==> config.mk <==
export PLATFORM = sky130hd
export DESIGN_NAME = fifo_burst_req_ctrl
export DESIGN_NICKNAME = d
export VERILOG_FILES = /design/src/rtl/fifo_burst_req_ctrl.sv
export SDC_FILE = /design/constraint.sdc
export NUM_CORES = 1
export LEC_CHECK = 0
export CORE_MARGIN = 10
export CORE_UTILIZATION = 40
export DETAILED_ROUTE_END_ITERATION = 8
export PLACE_DENSITY = 0.71
export RECOVER_POWER = 50
export SLEW_MARGIN = 20
export SYNTH_ARGS = -nofsm -noshare
export SYNTH_HDL_FRONTEND = slang
export SYNTH_SLANG_ARGS = --single-unit
==> constraint.sdc <==
create_clock -name clock -period 1.8 [get_ports clock]
set_input_delay 0.27 -clock clock [delete_from_list [all_inputs] [get_ports clock]]
set_output_delay 0.27 -clock clock [all_outputs]
set_load 0.005 [all_outputs]
==> src/rtl/fifo_burst_req_ctrl.sv <==
// fifo_burst_req_ctrl: burst-request generator for one VDMA FIFO-to-AXI channel.
// Watches the FIFO fill level and a latched frame-tail flag and issues
// full-length or tail-length requests through a req/resp/done handshake.
// Optional idle-timeout flush is built when FIFO_REQ_TIMEOUT_EN is defined.
module fifo_burst_req_ctrl #(
   parameter int unsigned CNT_W   = 9,
   parameter int unsigned LSIZE   = 9,
   parameter int unsigned MAX_LEN = 256,
   parameter int unsigned TIMEOUT = 1024,
   parameter int unsigned TO_W    = 16
) (
   input  logic             clock,
   input  logic             rst_n,
   input  logic             enable,
   input  logic [LSIZE-1:0] cfg_len,
   input  logic [CNT_W-1:0] count,
   input  logic             tail,
   input  logic             fifo_empty,
   output logic             burst_req,
   output logic             tail_req,
   output logic [LSIZE-1:0] req_len,
   input  logic             resp,
   input  logic             done,
   output logic             busy,
   output logic             tail_flushed
);

   localparam int unsigned      CMP_W     = (CNT_W > LSIZE) ? CNT_W : LSIZE;
   localparam logic [LSIZE-1:0] MAX_LEN_L = LSIZE'(MAX_LEN);

   typedef enum logic [2:0] {
      IDLE,
      REQ_BURST,
      REQ_TAIL,
      WAIT_DONE,
      FSH
   } state_t;

   state_t           state_q, state_d;
   logic             burst_req_q, burst_req_d;
   logic             tail_req_q, tail_req_d;
   logic [LSIZE-1:0] req_len_q, req_len_d;
   logic             busy_q, busy_d;
   logic             tail_flushed_q, tail_flushed_d;
   logic             tail_pend_q, tail_pend_d;
   logic             is_tail_q, is_tail_d;

   logic [LSIZE-1:0] len_eff;
   logic             burst_cond;
   logic             req_ok;
   logic             to_fire;

   // Effective burst length: zero or oversize configuration clamps to MAX_LEN.
   always_comb begin
      len_eff = cfg_len;
      if (cfg_len == '0 || cfg_len > MAX_LEN_L) begin
         len_eff = MAX_LEN_L;
      end
   end

   // Arithmetic request conditions, compared at the wider of the two widths.
   always_comb begin
      burst_cond = (CMP_W'(count) >= CMP_W'(len_eff));
      req_ok     = enable && !fifo_empty;
   end

   // Timeout parameters only matter when the flush counter is built.
   if (TIMEOUT == 0 || TO_W == 0) begin : g_timeout_cfg_unused
   end

`ifdef FIFO_REQ_TIMEOUT_EN
   logic [TO_W-1:0] to_cnt_q, to_cnt_d;

   // Idle timeout: count stranded-data cycles, fire and clear on reaching TIMEOUT.
   always_comb begin
      to_cnt_d = '0;
      to_fire  = 1'b0;
      if (state_q == IDLE && enable && count != '0 && !burst_cond && !tail_pend_q) begin
         if (to_cnt_q == TO_W'(TIMEOUT - 1)) begin
            to_fire = 1'b1;
         end else begin
            to_cnt_d = to_cnt_q + TO_W'(1);
         end
      end
   end

   // Timeout counter register.
   always_ff @(posedge clock or negedge rst_n) begin
      if (!rst_n) begin
         to_cnt_q <= '0;
      end else begin
         to_cnt_q <= to_cnt_d;
      end
   end
`else
   // No counter: data below len_eff waits for a tail indication.
   always_comb begin
      to_fire = 1'b0;
   end
`endif

   // Next-state and next-output logic; every output is registered from here.
   always_comb begin
      state_d        = state_q;
      burst_req_d    = burst_req_q;
      tail_req_d     = tail_req_q;
      req_len_d      = req_len_q;
      is_tail_d      = is_tail_q;
      tail_flushed_d = 1'b0;
      tail_pend_d    = tail_pend_q | tail;

      case (state_q)
         IDLE: begin
            if (req_ok && burst_cond) begin
               state_d     = REQ_BURST;
               burst_req_d = 1'b1;
               req_len_d   = len_eff;
               is_tail_d   = 1'b0;
            end else if ((req_ok && tail_pend_q) || to_fire) begin
               state_d    = REQ_TAIL;
               tail_req_d = 1'b1;
               req_len_d  = LSIZE'(count);
               is_tail_d  = 1'b1;
            end
         end
         REQ_BURST, REQ_TAIL: begin
            if (resp) begin
               burst_req_d = 1'b0;
               tail_req_d  = 1'b0;
               req_len_d   = '0;
               if (done) begin
                  state_d        = FSH;
                  tail_flushed_d = is_tail_q && tail_pend_q;
               end else begin
                  state_d = WAIT_DONE;
               end
            end
         end
         WAIT_DONE: begin
            if (done) begin
               state_d        = FSH;
               tail_flushed_d = is_tail_q && tail_pend_q;
            end
         end
         FSH: begin
            state_d   = IDLE;
            is_tail_d = 1'b0;
            // The flush pulse marks the drained tail; a new tail this cycle wins.
            if (tail_flushed_q) begin
               tail_pend_d = tail;
            end
         end
         default: begin
            state_d     = IDLE;
            burst_req_d = 1'b0;
            tail_req_d  = 1'b0;
            req_len_d   = '0;
            is_tail_d   = 1'b0;
         end
      endcase

      busy_d = (state_d != IDLE);
   end

   // State and registered outputs.
   always_ff @(posedge clock or negedge rst_n) begin
      if (!rst_n) begin
         state_q        <= IDLE;
         burst_req_q    <= 1'b0;
         tail_req_q     <= 1'b0;
         req_len_q      <= '0;
         busy_q         <= 1'b0;
         tail_flushed_q <= 1'b0;
         tail_pend_q    <= 1'b0;
         is_tail_q      <= 1'b0;
      end else begin
         state_q        <= state_d;
         burst_req_q    <= burst_req_d;
         tail_req_q     <= tail_req_d;
         req_len_q      <= req_len_d;
         busy_q         <= busy_d;
         tail_flushed_q <= tail_flushed_d;
         tail_pend_q    <= tail_pend_d;
         is_tail_q      <= is_tail_d;
      end
   end

   // Output drive.
   always_comb begin
      burst_req    = burst_req_q;
      tail_req     = tail_req_q;
      req_len      = req_len_q;
      busy         = busy_q;
      tail_flushed = tail_flushed_q;
   end

endmodule

==> results of run 1 <==
-- worst max-delay path, stage by stage --
cell	delay (ps)
buf_8	100
nor4_4	290
nand2_2	100
ha_4	270
nand2b_4	160
ha_4	230
a21oi_2	160
o21ai_2	90
a211oi_2	280
buf_4	180
buf_6	90
nand2b_4	180
mux2i_1	230
a22o_1	160
-- Yosys cell counts, types with 2 or more instances --
cell | number | area share [%]
a21oi_1 | 14 | 5.9
nor2b_1 | 3 | 1.6
nand3_1 | 3 | 1.3
o31ai_1 | 2 | 1.3
nor3_1 | 7 | 2.9
o21ai_1 | 6 | 2.5
ha_1 | 10 | 10
a21o_1 | 2 | 1.3
nand2b_1 | 5 | 2.6
clkbuf_1 | 3 | 0.94
mux2i_1 | 6 | 5.0
nor2_1 | 6 | 1.9
a22o_1 | 6 | 4.4
nand2_1 | 20 | 6.3
o21ai_0 | 5 | 2.1
inv_1 | 3 | 0.94
dfrtp_1 | 18 | 38
nor4_1 | 3 | 1.6
-- final timing paths --
path,endpoint,slack (ps),cells past startpoint,from
min,req_len[2]$_DFFE_PN0P_,500,2,req_len[2]$_DFFE_PN0P_
max in group asynchronous,req_len[2]$_DFFE_PN0P_,520,2,rst_n
max,req_len[7]$_DFFE_PN0P_,-750,14,cfg_len[1]
min in group asynchronous,tail_flushed$_DFF_PN0_,660,2,rst_n
min reg2reg,req_len[2]$_DFFE_PN0P_,500,2,req_len[2]$_DFFE_PN0P_
max reg2reg,req_len[0]$_DFFE_PN0P_,-50,5,state_q[0]$_DFF_PN0_
-- cells in the final DEF, fill, tap and decap left out, types with 2 or more instances in the layout --
master and n:
a21o_1 2, a21oi_1 6, a21oi_2 4, a21oi_4 4, a22o_1 6, buf_2 3, buf_4 31, buf_6 6
buf_8 2, clkbuf_4 3, clkdlybuf4s50_1 27, dfrtp_1 18, ha_1 5, ha_4 5, inv_1 2, mux2i_1 5
nand2_1 19, nand2b_4 6, nand3_2 2, nor2_1 5, nor2b_2 2, nor3_1 5, nor3_2 2, nor4_4 2
o21ai_0 4, o21ai_2 7, o31ai_1 2
-- report_power, final --
part           internal [W]  leakage, nW  switching [W]  total (W)
logic              0.000719        0.702       0.000587    0.00131
registers          0.000579        0.229       0.000149   0.000728
clock network     0.0000778       0.0138       0.000125   0.000202
total               0.00138        0.945       0.000860    0.00224
-- logic make-up after synthesis --
| family | count (synthesis) |
|---|---|
| mux | 6 |
| buf+inv | 8 |
| simple gates | 54 |
| compound gates | 38 |
| fa+ha+maj | 11 |
| flops | 18 |
-- repair_timing --
action / 4_1_cts / 5_1_grt
endpoints found under the hold margin: 0 / 0
endpoints found under the setup margin: 15 / 15
gates resized for setup: 56 / 21
setup buffers: 6 / 2
pin swaps: 14 / 22
-- flip-flops by register name, summed over array words and instances (netlist names) --
register	cells
burst_req	1
busy	1
is_tail_q	1
req_len	9
state_q	3
tail_flushed	1
tail_pend_q	1
tail_req	1
-- metal layers --
| layer | share of wire [%] | up-vias |
|---|---|---|
| met5 | 0 | - |
| met4 | 1.7 | 0 |
| li1 | - | 632 |
| met2 | 52 | 51 |
| met1 | 41 | 651 |
| met3 | 5.6 | 4 |
-- through the flow --
stage / hold WS [ps] / power, W
after floorplan: -25.6 / 0.00129
after CTS: 304 / 0.00216
after global placement: 473 / 0.00186
after detailed placement: 477 / 0.00189
final: 497 / 0.00224
after global routing: 519 / 0.00238
-- cell type report --
type,count,area (µm²),share of cell area (%)
Clock buffer,3,22.5,1.05
Inverter,3,11.3,0.526
Timing Repair Buffer,73,649,30.4
Multi-Input combinational cell,109,967,45.2
Sequential cell,18,450,21.1
Tap cell,31,38.8,1.81
==> key figures, run 1 <==
Outcome
  – Status: finished with violations
  – Failing checks: setup timing

Cells and area
  – Fraction of layout cells with a size suffix above 1: 42.2%
  – Finished Core Util: 76.3%
  – NumNets Final: 243
  – Design Area, Final: 0.00214 mm²
  – N_diodes: 0
  – Area Overhead vs Synth: 78.7%
  – Fin cells: 237
  – Layout fillers: 189

Worst setup path
  – CP required: 2040 ps
  – CP max FO: 8
  – Setup crit end kind: flip-flop
  – Worst setup SP type: input port
  – CP Data Arrival Time: 2790 ps
  – Crit Path Class: input port to flip-flop

Synth
  – Mux cell area share after synthesis: 5.02%
  – Seq cells post-synth: 18
  – Syn avg cell area: 8.87 µm²
  – Xor-xnor portion of the synthesized cell area: 0%
  – Cells after Synth: 135
  – Post-Synth Simple-Gate Area: 23.1%
  – Complex-gate fraction of the synthesized area: 19.5%
  – Largest family of logic cells by synthesized area: simple AND/OR/NAND/NOR gates
  – Async set or reset register ratio after synthesis: 100%
  – Adder-Cell Fraction of Synth Area: 11.3%
  – Synth warnings: 0
  – Top FF cell, synth: dfrtp_1
  – Syn Nets: 170
  – Register area share after synthesis: 37.6%
  – Synthesized cell area: 0.00120 mm²
  – EDFF count, synth: 0
  – Post-synth cell types: 31

GRT
  – Global-route wire length before repair: 6330 µm
  – GR Layer Usage met2: 26.6%
  – Gr ovfl total: 0
  – Total GRT Usage: 14.4%
  – Initial antenna violation count: 0
  – Pin count of the biggest net entering global routing: 19
  – Met3 GRT Util: 2.50%
  – M1 GR Usage: 15.9%
  – Number of global-route vias before repair: 1340
  – Most used routing layer: met2

Placement
  – GP Congestion: 0.804
  – DP Cell Count: 226
  – Worst slack at placement: -1300 ps
  – Post-placement cell area: 0.00191 mm²
  – Dpl hpwl: 3070 µm
  – Port bufs: 37

Floorplanning
  – Initial core utilization: 42.7%
  – Die Ht: 74.7 µm
  – Rows: 19
  – DIE WIDTH: 74.7 µm
  – Top-Level Pins: 38
  – Full die area: 0.00558 mm²
  – Core area: 0.00281 mm²

Clock tree
  – # H-tree levels: 1
  – Clock Latency Late Sink: 290 ps
  – CTS Buf Count: 3
  – CTS root buffer: clkbuf_4
  – Max clock buf depth: 2
  – Clock-pin slew on the worst setup and hold paths: 100 ps
  – CTS tree: built
  – Hold_buf cts: 0
  – Clk sinks: 18

Routing
  – Post-DR wirelength/cell: 17.7 µm
  – Post-route DRC: 0
  – Via Count: 1338
  – Initial DRC count: 89
  – Final ANT Viol Nets: 0
  – DR pass1 iterations: 4
  – Vias per inst: 5.65
  – Drt total wl: 4190 µm

STA
  – Tmin final: 2550 ps
  – Worst setup margin: -749 ps
  – Worst slew pin tran: 1030 ps
  – Part of the cycle the worst path needs: 142%
  – Final Setup Violations: 15
  – Fin Clk Skew: 3.12 ps
  – Setup Total Neg Slack: -10220 ps
  – Max_slew headroom: 31.1%
  – Final hold viol count: 0
  – Fmax: 392 MHz
  – RSZ-0062 raised after global routing: yes
  – Final slew viol count: 0

Power and ir drop
  – Pwr/cell area: 1050 mW/mm²
  – Leak: 0.945 nW
  – Maximum vdd drop: 0.673 mV

Flow run
  – Max-cap viol count: 0

Min path
  – Worst min-delay path class: flip-flop to flip-flop
Note: power is estimated with default switching activity, not from simulation.
==> inputs of run 2 (changes only) <==
CAP_MARGIN = 15   (was not set)
==> results of run 2 <==
Final layout, timing and power as in run 1 (identical DEF).
